<file path="src/rtl/mbist_pkg.sv">
// Shared types and March C- element table for the MBIST controller.
package mbist_pkg;

    typedef enum logic [1:0] {
        ST_IDLE  = 2'd0,
        ST_RUN   = 2'd1,
        ST_DRAIN = 2'd2,
        ST_DONE  = 2'd3
    } state_t;

    localparam int unsigned ELEM_W = 3;
    typedef logic [ELEM_W-1:0] elem_t;

    localparam elem_t M0 = 3'd0;
    localparam elem_t M1 = 3'd1;
    localparam elem_t M2 = 3'd2;
    localparam elem_t M3 = 3'd3;
    localparam elem_t M4 = 3'd4;
    localparam elem_t M5 = 3'd5;

    // Per-element attributes: address direction, read/write backgrounds, single-op kind
    typedef struct packed {
        logic down;
        logic rd_bg;
        logic wr_bg;
        logic rd_only;
        logic wr_only;
    } elem_cfg_t;

    // March C- element table
    function automatic elem_cfg_t elem_cfg(elem_t e);
        elem_cfg_t c;
        c = '0;
        case (e)
            M0:      c = '{down: 1'b0, rd_bg: 1'b0, wr_bg: 1'b0, rd_only: 1'b0, wr_only: 1'b1};
            M1:      c = '{down: 1'b0, rd_bg: 1'b0, wr_bg: 1'b1, rd_only: 1'b0, wr_only: 1'b0};
            M2:      c = '{down: 1'b0, rd_bg: 1'b1, wr_bg: 1'b0, rd_only: 1'b0, wr_only: 1'b0};
            M3:      c = '{down: 1'b1, rd_bg: 1'b0, wr_bg: 1'b1, rd_only: 1'b0, wr_only: 1'b0};
            M4:      c = '{down: 1'b1, rd_bg: 1'b1, wr_bg: 1'b0, rd_only: 1'b0, wr_only: 1'b0};
            M5:      c = '{down: 1'b0, rd_bg: 1'b0, wr_bg: 1'b0, rd_only: 1'b1, wr_only: 1'b0};
            default: c = '0;
        endcase
        return c;
    endfunction

endpackage

</file>
<file path="src/rtl/mbist_addr_gen.sv">
// Up/down address counter for March elements; load selects 0 (ascending) or N-1 (descending).
module mbist_addr_gen #(
    parameter int unsigned ADDR = 4
) (
    input  logic            clk,
    input  logic            rst_n,
    input  logic            load,
    input  logic            load_down,
    input  logic            step,
    input  logic            down,
    output logic [ADDR-1:0] addr,
    output logic            tc_c
);

    // Address register: load has priority over step
    always_ff @(posedge clk or negedge rst_n) begin
        if (!rst_n) begin
            addr <= '0;
        end else if (load) begin
            addr <= load_down ? '1 : '0;
        end else if (step) begin
            addr <= down ? addr - ADDR'(1) : addr + ADDR'(1);
        end
    end

    // Terminal count for the current sweep direction
    assign tc_c = down ? (addr == '0) : (addr == '1);

endmodule

</file>
<file path="src/rtl/mbist_march_ctrl.sv">
// March C- MBIST controller: sole initiator of the memory under test.
// Optional build macro MBIST_STOP_ON_FAIL_EN ends the test at the first mismatch.
module mbist_march_ctrl
    import mbist_pkg::*;
#(
    parameter int unsigned ADDR = 4,
    parameter int unsigned DATA = 8
) (
    input  logic            clk,
    input  logic            rst_n,
    input  logic            start,
    output logic            mem_wen,
    output logic            mem_ren,
    output logic [ADDR-1:0] mem_addr,
    output logic [DATA-1:0] mem_din,
    input  logic [DATA-1:0] mem_dout,
    output logic            busy,
    output logic            done,
    output logic            pass,
    output logic [ADDR-1:0] fail_addr,
    output logic [2:0]      fail_elem,
    output logic [DATA-1:0] fail_data,
    output logic [7:0]      fail_count
);

    localparam int unsigned CNT_W = 8;

    state_t     state, state_nxt;
    elem_t      elem, elem_nxt;
    logic       phase, phase_nxt;
    elem_cfg_t  cur_cfg, nxt_cfg;

    logic       addr_load, addr_load_down, addr_step, addr_tc_c;
    logic       start_go_c, mismatch_c;

    logic            cmp_vld;
    logic [DATA-1:0] cmp_exp;
    logic [ADDR-1:0] cmp_addr;
    elem_t           cmp_elem;

    logic             op_wen, op_ren;
    logic [DATA-1:0]  op_din;
    logic             busy_nxt, done_nxt, pass_nxt;
    logic [CNT_W-1:0] fail_count_nxt;
    logic [ADDR-1:0]  fail_addr_nxt;
    elem_t            fail_elem_nxt;
    logic [DATA-1:0]  fail_data_nxt;

    assign cur_cfg    = elem_cfg(elem);
    assign nxt_cfg    = elem_cfg(elem_nxt);
    assign start_go_c = start && ((state == ST_IDLE) || (state == ST_DONE));
    assign mismatch_c = cmp_vld && ((state == ST_RUN) || (state == ST_DRAIN))
                        && (mem_dout != cmp_exp);

    mbist_addr_gen #(.ADDR(ADDR)) u_addr_gen (
        .clk       (clk),
        .rst_n     (rst_n),
        .load      (addr_load),
        .load_down (addr_load_down),
        .step      (addr_step),
        .down      (cur_cfg.down),
        .addr      (mem_addr),
        .tc_c      (addr_tc_c)
    );

    // FSM state register with element and R/W phase counters
    always_ff @(posedge clk or negedge rst_n) begin
        if (!rst_n) begin
            state <= ST_IDLE;
            elem  <= M0;
            phase <= 1'b0;
        end else begin
            state <= state_nxt;
            elem  <= elem_nxt;
            phase <= phase_nxt;
        end
    end

    // Next-state: walk phase, then address, then element
    always_comb begin
        state_nxt      = state;
        elem_nxt       = elem;
        phase_nxt      = phase;
        addr_load      = 1'b0;
        addr_load_down = 1'b0;
        addr_step      = 1'b0;
        case (state)
            ST_IDLE, ST_DONE: begin
                if (start) begin
                    state_nxt      = ST_RUN;
                    elem_nxt       = M0;
                    phase_nxt      = 1'b0;
                    addr_load      = 1'b1;
                    addr_load_down = elem_cfg(M0).down;
                end
            end
            ST_RUN: begin
                if (!cur_cfg.rd_only && !cur_cfg.wr_only && !phase) begin
                    phase_nxt = 1'b1;
                end else begin
                    phase_nxt = 1'b0;
                    if (addr_tc_c) begin
                        if (elem == M5) begin
                            state_nxt = ST_DRAIN;
                        end else begin
                            elem_nxt       = elem + elem_t'(1);
                            addr_load      = 1'b1;
                            addr_load_down = elem_cfg(elem + elem_t'(1)).down;
                        end
                    end else begin
                        addr_step = 1'b1;
                    end
                end
            end
            ST_DRAIN: begin
                state_nxt = ST_DONE;
            end
            default: begin
                state_nxt = ST_IDLE;
            end
        endcase
`ifdef MBIST_STOP_ON_FAIL_EN
        if (mismatch_c) begin
            state_nxt = ST_DONE;
            addr_load = 1'b0;
            addr_step = 1'b0;
        end
`endif
    end

    // Output decode: next memory op and result bookkeeping
    always_comb begin
        op_wen         = 1'b0;
        op_ren         = 1'b0;
        op_din         = '0;
        busy_nxt       = (state_nxt == ST_RUN) || (state_nxt == ST_DRAIN);
        done_nxt       = (state_nxt == ST_DONE);
        pass_nxt       = pass;
        fail_count_nxt = fail_count;
        fail_addr_nxt  = fail_addr;
        fail_elem_nxt  = fail_elem;
        fail_data_nxt  = fail_data;

        if (state_nxt == ST_RUN) begin
            if (nxt_cfg.wr_only || phase_nxt) begin
                op_wen = 1'b1;
                op_din = {DATA{nxt_cfg.wr_bg}};
            end else begin
                op_ren = 1'b1;
            end
        end

        if (start_go_c) begin
            pass_nxt       = 1'b0;
            fail_count_nxt = '0;
            fail_addr_nxt  = '0;
            fail_elem_nxt  = '0;
            fail_data_nxt  = '0;
        end else if (mismatch_c) begin
            if (fail_count != '1) begin
                fail_count_nxt = fail_count + CNT_W'(1);
            end
            if (fail_count == '0) begin
                fail_addr_nxt = cmp_addr;
                fail_elem_nxt = cmp_elem;
                fail_data_nxt = mem_dout;
            end
        end

        if ((state_nxt == ST_DONE) && (state != ST_DONE)) begin
            pass_nxt = (fail_count_nxt == '0);
        end
    end

    // Registered outputs and read-compare pipeline
    always_ff @(posedge clk or negedge rst_n) begin
        if (!rst_n) begin
            mem_wen    <= 1'b0;
            mem_ren    <= 1'b0;
            mem_din    <= '0;
            busy       <= 1'b0;
            done       <= 1'b0;
            pass       <= 1'b0;
            fail_addr  <= '0;
            fail_elem  <= '0;
            fail_data  <= '0;
            fail_count <= '0;
            cmp_vld    <= 1'b0;
            cmp_exp    <= '0;
            cmp_addr   <= '0;
            cmp_elem   <= '0;
        end else begin
            mem_wen    <= op_wen;
            mem_ren    <= op_ren;
            mem_din    <= op_din;
            busy       <= busy_nxt;
            done       <= done_nxt;
            pass       <= pass_nxt;
            fail_addr  <= fail_addr_nxt;
            fail_elem  <= fail_elem_nxt;
            fail_data  <= fail_data_nxt;
            fail_count <= fail_count_nxt;
            cmp_vld    <= mem_ren;
            cmp_exp    <= {DATA{cur_cfg.rd_bg}};
            cmp_addr   <= mem_addr;
            cmp_elem   <= elem;
        end
    end

endmodule

</file>
<file path="config.mk">
export PLATFORM = sky130hd
export DESIGN_NAME = mbist_march_ctrl
export DESIGN_NICKNAME = d
export VERILOG_FILES = /design/src/rtl/mbist_pkg.sv /design/src/rtl/mbist_addr_gen.sv /design/src/rtl/mbist_march_ctrl.sv
export SDC_FILE = /design/constraint.sdc
export NUM_CORES = 1
export LEC_CHECK = 0
export ABC_CLOCK_PERIOD_IN_PS = 2500
export CORE_AREA = 4 4 86 88
export CTS_BUF_LIST = sky130_fd_sc_hd__clkbuf_8 sky130_fd_sc_hd__clkbuf_16
export DETAILED_ROUTE_END_ITERATION = 10
export DIE_AREA = 0 0 90 92
export DONT_BUFFER_PORTS = 1
export GPL_TIMING_DRIVEN = 0
export PLACE_DENSITY_LB_ADDON = 0.15
export SKIP_CTS_REPAIR_TIMING = 1
export SYNTH_ARGS = -nofsm -noshare
export SYNTH_HDL_FRONTEND = slang
export SYNTH_SLANG_ARGS = --single-unit
</file>
<file path="constraint.sdc">
create_clock -name clk -period 2.5 [get_ports clk]
set_input_delay 0.375 -clock clk [delete_from_list [all_inputs] [get_ports clk]]
set_output_delay 0.375 -clock clk [all_outputs]
set_load 0.02 [all_outputs]
</file>
; Word-level counts from Yosys, hierarchy flattened
; Index checks and enable logic that the tools add are counted.
[totals]
regBits = 55
output_inout_bits = 40
wordCells = 126
[op_classes]
addsub = 4
eq_ne = 25
mux = 53
reduce_logical = 26
[op_table]
columns = cell, n
row1 = $mux W8, 8
row2 = $pmux W5 S6, 2
row3 = $mux W4, 7
row4 = $mux W3, 7
row5 = $mux W1, 20
row6 = $eq A3 B2 Y1 const B, 6
row7 = $eq A3 B3 Y1 const B, 6
row8 = $pmux W3 S6, 1
row9 = $logic_not A8 Y1, 2
row10 = $eq A3 B1 Y1 const B, 3
row11 = $logic_not A3 Y1, 3
row12 = $add A8 B1 Y8 const B, 1
row13 = $eq A2 B2 Y1 const B, 4
row14 = $mux W2, 4
row15 = $ne A8 B8 Y1, 1
row16 = $ne A8 B8 Y1 const B, 1
row17 = $reduce_bool A2 Y1, 4
row18 = $logic_and A1 B1 Y1, 6
row19 = $pmux W2 S3, 1
row20 = $pmux W3 S2, 1
row21 = $add A4 B1 Y4 const B, 1
row22 = $eq A2 B1 Y1 const B, 2
row23 = $eq A4 B4 Y1 const B, 1
row24 = $logic_not A4 Y1, 1
row25 = 9 further kinds, 15

; Depth between registers and ports, before layout
; Gate-level depths: netlist (run 1).
[logic_depth]
word_depth = 12
ltp_mapped = 12

; Hierarchy
; A second synthesis (run 1) with hierarchy kept.
[hier_totals]
cells_unflattened = 271
hier_area_um2 = 2567.5
[by_module_without_submodules]
columns = module, n_inst, cells_per_inst, area_per_inst_um2, seq_area_each_um2
row1 = mbist_march_ctrl, 1, 235, 2237.1, 1101.1
row2 = mbist_addr_gen, 1, 36, 330.3, 100.1

; Least setup slack after synthesis (run 1)
; No wires, ideal clock.
[synth_timing]
kind = reg2reg
startpoint = register u_addr_gen.addr[0]
endpoint = register pass
t_arrival_ps = 2544
slack_ps = -165
path_stages_with_launch = 10
period_less_slack_ps = 2665
path_cell_list = dfrtp_1 > or4_1 > or3_1 > nand2_1 > and2_1 > nor3_1 > o32a_1 > ha_1 > nor2b_1 > a32o_1
[synth_via]
elab_chain_cells = 8
elab_cells_between_ends = 10
classes_between = 2 x eq/ne / 5 x mux / 3 x reduce/logical
[synth_rtl]
columns = element, line
row1 = "start, declared", mbist_addr_gen.sv:11  ; output logic [ADDR-1:0] addr,
row2 = "start signal, assigned", mbist_addr_gen.sv:20  ; addr <= load_down ? '1 : '0;
row3 = "start signal, assigned", mbist_addr_gen.sv:22  ; addr <= down ? addr - ADDR'(1) : addr + ADDR'(1);
row4 = $eq A4 B4 Y1 / $logic_not A4 Y1 (equally long branches), mbist_addr_gen.sv:27  ; assign tc_c = down ? (addr == '0) : (addr == '1);
row5 = $mux W1 (*), mbist_addr_gen.sv:27
row6 = $mux W2 (*), mbist_march_ctrl.sv:102  ; if (addr_tc_c) begin
row7 = $mux W2 (*), mbist_march_ctrl.sv:98  ; if (!cur_cfg.rd_only && !cur_cfg.wr_only && !phase) begin
row8 = $pmux W2 S3 (*), mbist_march_ctrl.sv:87  ; case (state)
row9 = via state_nxt[0], mbist_march_ctrl.sv:28  ; state_t state, state_nxt;
row10 = $eq A2 B2 Y1 (*), -
row11 = via done_nxt, mbist_march_ctrl.sv:43  ; logic busy_nxt, done_nxt, pass_nxt;
row12 = $logic_and A1 B1 Y1 (*), mbist_march_ctrl.sv:170  ; if ((state_nxt == ST_DONE) && (state != ST_DONE)) begin
row13 = $mux W1 / $reduce_bool A2 Y1 (equally long branches), -
row14 = "end signal, assigned", mbist_march_ctrl.sv:198  ; pass <= pass_nxt;
row15 = "end, declared", mbist_march_ctrl.sv:19  ; output logic pass,
; The timed path passes the listed nets; every way through them passes the cells marked *.
; A chain may end at the register's enable or synchronous reset.

; Worst setup path in the final report (run 1)
; Same ends and word-level chain as after synthesis.

==> results.yml, run 1 <==
status:
  status: "finished with violations"
  violations: "negative setup slack"
finish:
  utilization_pct: 44.5
  final_cell_mix: "46 x dfrtp_1, 40 x nand2_1, 26 x o21ai_0"
  area_growth_pct: 14.8
  final_common_cell: "dfrtp_1"
  multi_input_area_um2: 1340
  n_antenna_cell: 0
  nets: 306
  stdcell_count: 361
  layout-drive-gt1-share_pct: 19.2
  seq_area_um2: 1200
  fillers: 640
sta:
  hold_viol_final: 0
  drv_slew: 0
  worst_slew_pin_slew_ns: 0.766
  finClkSkew_ns: 0.0111
  rsz0062_at_grt: "yes"
  max_slew_margin_pct: 48.6
  timing.final.crit_share_pct: 110
  fin_ws_ns: -0.242
  fin_crit_ns: 2.74
  setup_violations: 5
  fmax_ghz: 0.365
placed_design:
  dp_slack_ns: -0.477
  place.gp.congestion: 0.835
  place_inst: 347
  port_buffers: 0
  hpwlAfterDp_um: 3990
synthesis:
  synth_area_um2: 2580
  ys_async_sr_fraction_pct: 100
  netlist_instances: 267
  syn-mean-instance-area_um2: 9.65
  synth_edf_count: 0
  synth_ff_type: "dfrtp_1"
  synthDistinctLibCells: 53
  ys_seq_area_share_pct: 46.6
  yosys_warnings: 0
  ys_ff_latch: 48
  syn_nets: 293
drt:
  drt-total-wl_um: 5620
  drc_errors: 0
  drtIter0Drc: 60
  ant_nets: 0
  routed_via_density: 5.35
  wl_per_cell_um: 15.6
  drtPass1Iterations: 5
  via_count: 1933
global_routing:
  grt_max_degree: 49
  track_usage_pct: 14.1
  busiest_layer: "met2"
  use_met3_pct: 4.27
  grt_pass1_wl_um: 9420
  grt_pass1_vias: 1893
  grt_overflow: 0
  grtUsageMet2_pct: 23.1
  antenna_found_initial: 0
  use_met1_pct: 17.8
pwr:
  ir_drop_uv: 279
  leakage_nw: 1.31
  p_per_area_nw_per_um2: 747
clocking:
  clkTransAtPathRegs_ns: 0.10
  cts_htree_levels: 2
  ctsLongestPathBuffers: 2
  insertion_delay_ns: 0.30
  cts_buffers: 5
  root_buffer: "clkbuf_8"
  cts_tree: "yes"
  cts.sinks: 48
critical_path:
  cp-start-kind: "register"
  crit_path_end: "pass$_DFFE_PN0P_"
  cp-startpoint: "u_addr_gen.addr[0]$_DFFE_PN0P_"
  path_class: "reg -> reg"
  r2r_end: "pass$_DFFE_PN0P_"
  r2r-start: "u_addr_gen.addr[0]$_DFFE_PN0P_"
  r2r_slack_ns: -0.24
  worstRegToRegCells: 9
  arrival_ns: 2.94
  end_kind: "register"
  cp_max_fo: 7
  cp.required_ns: 2.69
die:
  dieArea_um2: 8280
  die_h_um: 92
  coreArea_um2: 6640
  rows: 30
  boundaryPins: 51
  start_util_pct: 38.8
  dieWidth_um: 90
run:
  cap_violations: 0
min_path:
  hold_path_depth: 2
  worstHoldPathType: "in -> reg"
==> synth_stat cells, types with 2 or more instances <==
library cell   n  area (um2)
nor2_1        13        48.8
ha_1          14         175
nand3_1        7        35.0
mux2i_1        5        50.1
o21ai_0       27         135
or3_1          2        12.5
nand4_1        3        18.8
o21a_1         2        15.0
nor4_1         3        18.8
xor2_1         3        26.3
o32a_1         2        20.0
nor3b_1        2        15.0
dfrtp_1       48        1200
buf_4          7        52.6
nor3_1         5        25.0
inv_1         11        41.3
a211oi_1       2        15.0
xnor2_1        3        26.3
and2_1         4        25.0
nand2_1       42         158
nand2b_1       5        31.3
nor2b_1        4        25.0
and3_1         3        18.8
o31a_2         2        20.0
a21oi_1       14        70.1
clkbuf_1       7        26.3
==> cell type report <==
class,count,share of cell area [%]
plain buffers,15,2.96
clock buffers,5,2.33
clock inverters,3,1.61
inverters,11,1.40
multi-input cells,193,45.3
flip-flops and latches,48,40.7
well taps,80,3.38
repair buffers,6,2.28
==> cell families after synthesis <==
family	share of synthesized area, %
AOI/OAI and AO/OA	16.7
DFF	46.6
xor gates and xnor gates	2.04
and+or+nand+nor	19.9
adders and majority gates	7.57
muxes	2.38
buffers and inverters	4.81
==> routing by layer <==
layer | part of all wire (%) | up-vias | routed length (um)
met1 | 45 | 932 | 2540
met5 | 0 | - | 0
met2 | 49 | 41 | 2740
met3 | 5.0 | 4 | 281
li1 | - | 956 | -
met4 | 1.0 | 0 | 57
==> power by group <==
part / leakage [nW] / total [mW] / switching, mW / internal, mW
clock network: 0.0583 / 0.572 / 0.270 / 0.302
logic: 0.597 / 0.575 / 0.327 / 0.248
registers: 0.650 / 1.06 / 0.180 / 0.884
total: 1.31 / 2.21 / 0.778 / 1.43
==> sequential cells by signal, indices dropped and copies added, names as in the netlist <==
signal / cells
cmp_elem: 3
mem_ren: 1
fail_addr: 4
busy: 1
cmp_exp: 1
u_addr_gen.addr: 4
state: 2
fail_count: 8
cmp_addr: 4
mem_wen: 1
cmp_vld: 1
phase: 1
pass: 1
done: 1
fail_data: 8
elem: 3
fail_elem: 3
mem_din: 1
==> worst min-delay path by stage <==
| stage | start | endpoint | slack [ns] |
|---|---|---|---|
| after detailed placement | rst_n | u_addr_gen.addr[0]$_DFFE_PN0P_ | 0.08 |
| after global placement | rst_n | u_addr_gen.addr[0]$_DFFE_PN0P_ | 0.08 |
| final | mem_dout[2] | fail_data[2]$_DFFE_PN0P_ | 0.19 |
| after global routing | mem_dout[4] | fail_data[4]$_DFFE_PN0P_ | 0.17 |
| after floorplan | rst_n | busy$_DFF_PN0_ | 0.08 |
| after CTS | rst_n | fail_addr[0]$_DFFE_PN0P_ | -0.26 |
==> critical path, stage by stage (launching register included) <==
cell and delay (ns):
dfrtp_2 0.51, or4_4 0.55, or3_4 0.38, nand2_2 0.09, and2_4 0.14, nor3_1 0.04
o32a_1 0.37, ha_2 0.19, nor2b_1 0.14, a32o_1 0.25
==> metrics by stage <==
stage          hold WS [ns]  cell area (um2)  TNS [ns]  power (mW)
3_5_place_dp         0.0817             2690    -0.876        1.57
3_3_place_gp         0.0813             2690    -0.775        1.56
5_1_grt               0.173             2960     -1.06        2.38
6_report              0.187             2960    -0.601        2.21
2_1_floorplan        0.0794             2590   -0.0937        1.44
4_1_cts              -0.260             2810     -1.07        2.16
(Power assumes the default switching activity.)
==> inputs of run 2 (changes only) <==
CORE_AREA = 4 4 73 75   (was 4 4 86 88)
DIE_AREA = 0 0 77 79   (was 0 0 90 92)
SKIP_LAST_GASP = 1   (was default)
==> results.yml, run 2 (synthesized netlist as in run 1, its figures left out) <==
status:
  status: "finished with violations"
  violations: "negative setup slack"
min_path:
  hold_start: "mem_dout[0]"
  worstHoldPathType: "in -> reg"
sta:
  rsz0062_at_grt: "yes"
  max_slew_margin_pct: 55.6
  fin_ws_ns: -0.307
  fmax_ghz: 0.356
  hold_viol_final: 0
  setup_violations: 8
  worst_slew_pin_slew_ns: 0.661
  drv_slew: 0
  fin_crit_ns: 2.81
  finClkSkew_ns: 0.00688
  timing.final.crit_share_pct: 112
  tns_ns: -0.788
  hold_slack_ns: 0.185
critical_path:
  end_kind: "register"
  slowest_stage: "or4_4"
  path_class: "reg -> reg"
  cp_num_buf_inv: 0
  cp-start-kind: "register"
  cp_max_fo: 7
  cp-startpoint: "u_addr_gen.addr[1]$_DFFE_PN0P_"
  cp.required_ns: 2.69
  cp_slowest_stage_delay_ns: 0.56
  path_cells: "or4_4 > or3_4 > nand2_2 > and2_4 > nor3_2 > o32a_1 > ha_2 > nor2b_4 > a32o_1"
  cp_top_family: "simple AND/OR/NAND/NOR gates"
  arrival_ns: 3.00
  r2r-start: "u_addr_gen.addr[1]$_DFFE_PN0P_"
clocking:
  ctsLongestPathBuffers: 2
  cts_buffers: 5
  root_buffer: "clkbuf_8"
  cts.sinks: 48
  insertion_delay_ns: 0.30
  cts_htree_levels: 2
  clkTransAtPathRegs_ns: 0.09
  cts_tree: "yes"
finish:
  area_growth_pct: 11.6
  nets: 305
  final_cell_mix: "46 x dfrtp_1, 41 x nand2_1, 26 x o21ai_0"
  reg.largest.list: "fail_count x8, fail_data x8"
  final_common_cell: "dfrtp_1"
  n_antenna_cell: 0
  utilization_pct: 61.7
  fillers: 401
  layout-drive-gt1-share_pct: 16.8
  final_area_um2: 2880
die:
  boundaryPins: 51
  die_h_um: 79
  coreArea_um2: 4660
  dieWidth_um: 77
  dieArea_um2: 6080
  start_util_pct: 55.3
  rows: 25
global_routing:
  grt_pass1_vias: 1867
  antenna_found_initial: 0
  grt_pass1_wl_um: 8970
  grt_max_degree: 49
  track_usage_pct: 18.2
  grt_overflow: 0
pwr:
  finalPower_mw: 2.10
  p_per_area_nw_per_um2: 730
  leakage_nw: 1.27
  ir_drop_uv: 485
drt:
  drtIter0Drc: 91
  via_count: 1946
  drt-total-wl_um: 5350
  drc_errors: 0
  drtPass1Iterations: 4
  wl_per_cell_um: 16.0
  routed_via_density: 5.83
  ant_nets: 0
placed_design:
  port_buffers: 0
  place.gp.congestion: 0.865
  place_area_um2: 2660
  hpwlAfterDp_um: 3720
run:
  cap_violations: 0
-- run 2: changes by cell type in the layout (fill, tap and decap cells not counted), sizes merged --
cell,delta
buf,-1
bufinv,-1
clkbuf,+1
clkinv,-2
clkinvlp,+2
-- run 2: layout make-up --
class	instances	area [um2]	area share, %
tap	54	67.6	2.35
multi-input combinational	193	1320	46.0
clock inverter	2	15.0	0.522
timing repair buffer	5	60.1	2.09
clock buffer	6	82.6	2.87
sequential	48	1200	41.9
inverter	11	41.3	1.44
buffer	15	82.6	2.87
-- run 2: path summary, 6_finish.rpt --
| kind | endpoint | cells past startpoint | slack, ns |
|---|---|---|---|
| worst max-delay path | pass$_DFFE_PN0P_ | 9 | -0.31 |
| worst min-delay path | fail_data[0]$_DFFE_PN0P_ | 2 | 0.19 |
| worst max register to register | pass$_DFFE_PN0P_ | 9 | -0.31 |
| worst min register to register | cmp_elem[1]$_DFF_PN0_ | 0 | 0.45 |
| max in group asynchronous | u_addr_gen.addr[0]$_DFFE_PN0P_ | 2 | 1.67 |
| min in group asynchronous | fail_data[4]$_DFFE_PN0P_ | 2 | 0.58 |
-- run 2: stage by stage --
stage / cells / setup slack, ns
final: 334 / -0.307
after global routing: 334 / -0.409
after CTS: 329 / -0.383
after detailed placement: 321 / -0.367
after global placement: 321 / -0.366
after floorplan: 267 / -0.0937
-- run 2: power by group --
group | internal (mW) | leakage [nW] | switching, mW
Combinational | 0.228 | 0.580 | 0.322
Clock | 0.224 | 0.0434 | 0.259
Sequential | 0.884 | 0.650 | 0.181
-- run 2: routing by layer --
layer  vias to the layer above  wire length [um]  GRT usage (%)
li1                        957                 -              -
met2                        54              2590           29.7
met5                         -                 0              0
met4                         0                80           6.76
met1                       928              2300           22.9
met3                         7               375           5.78
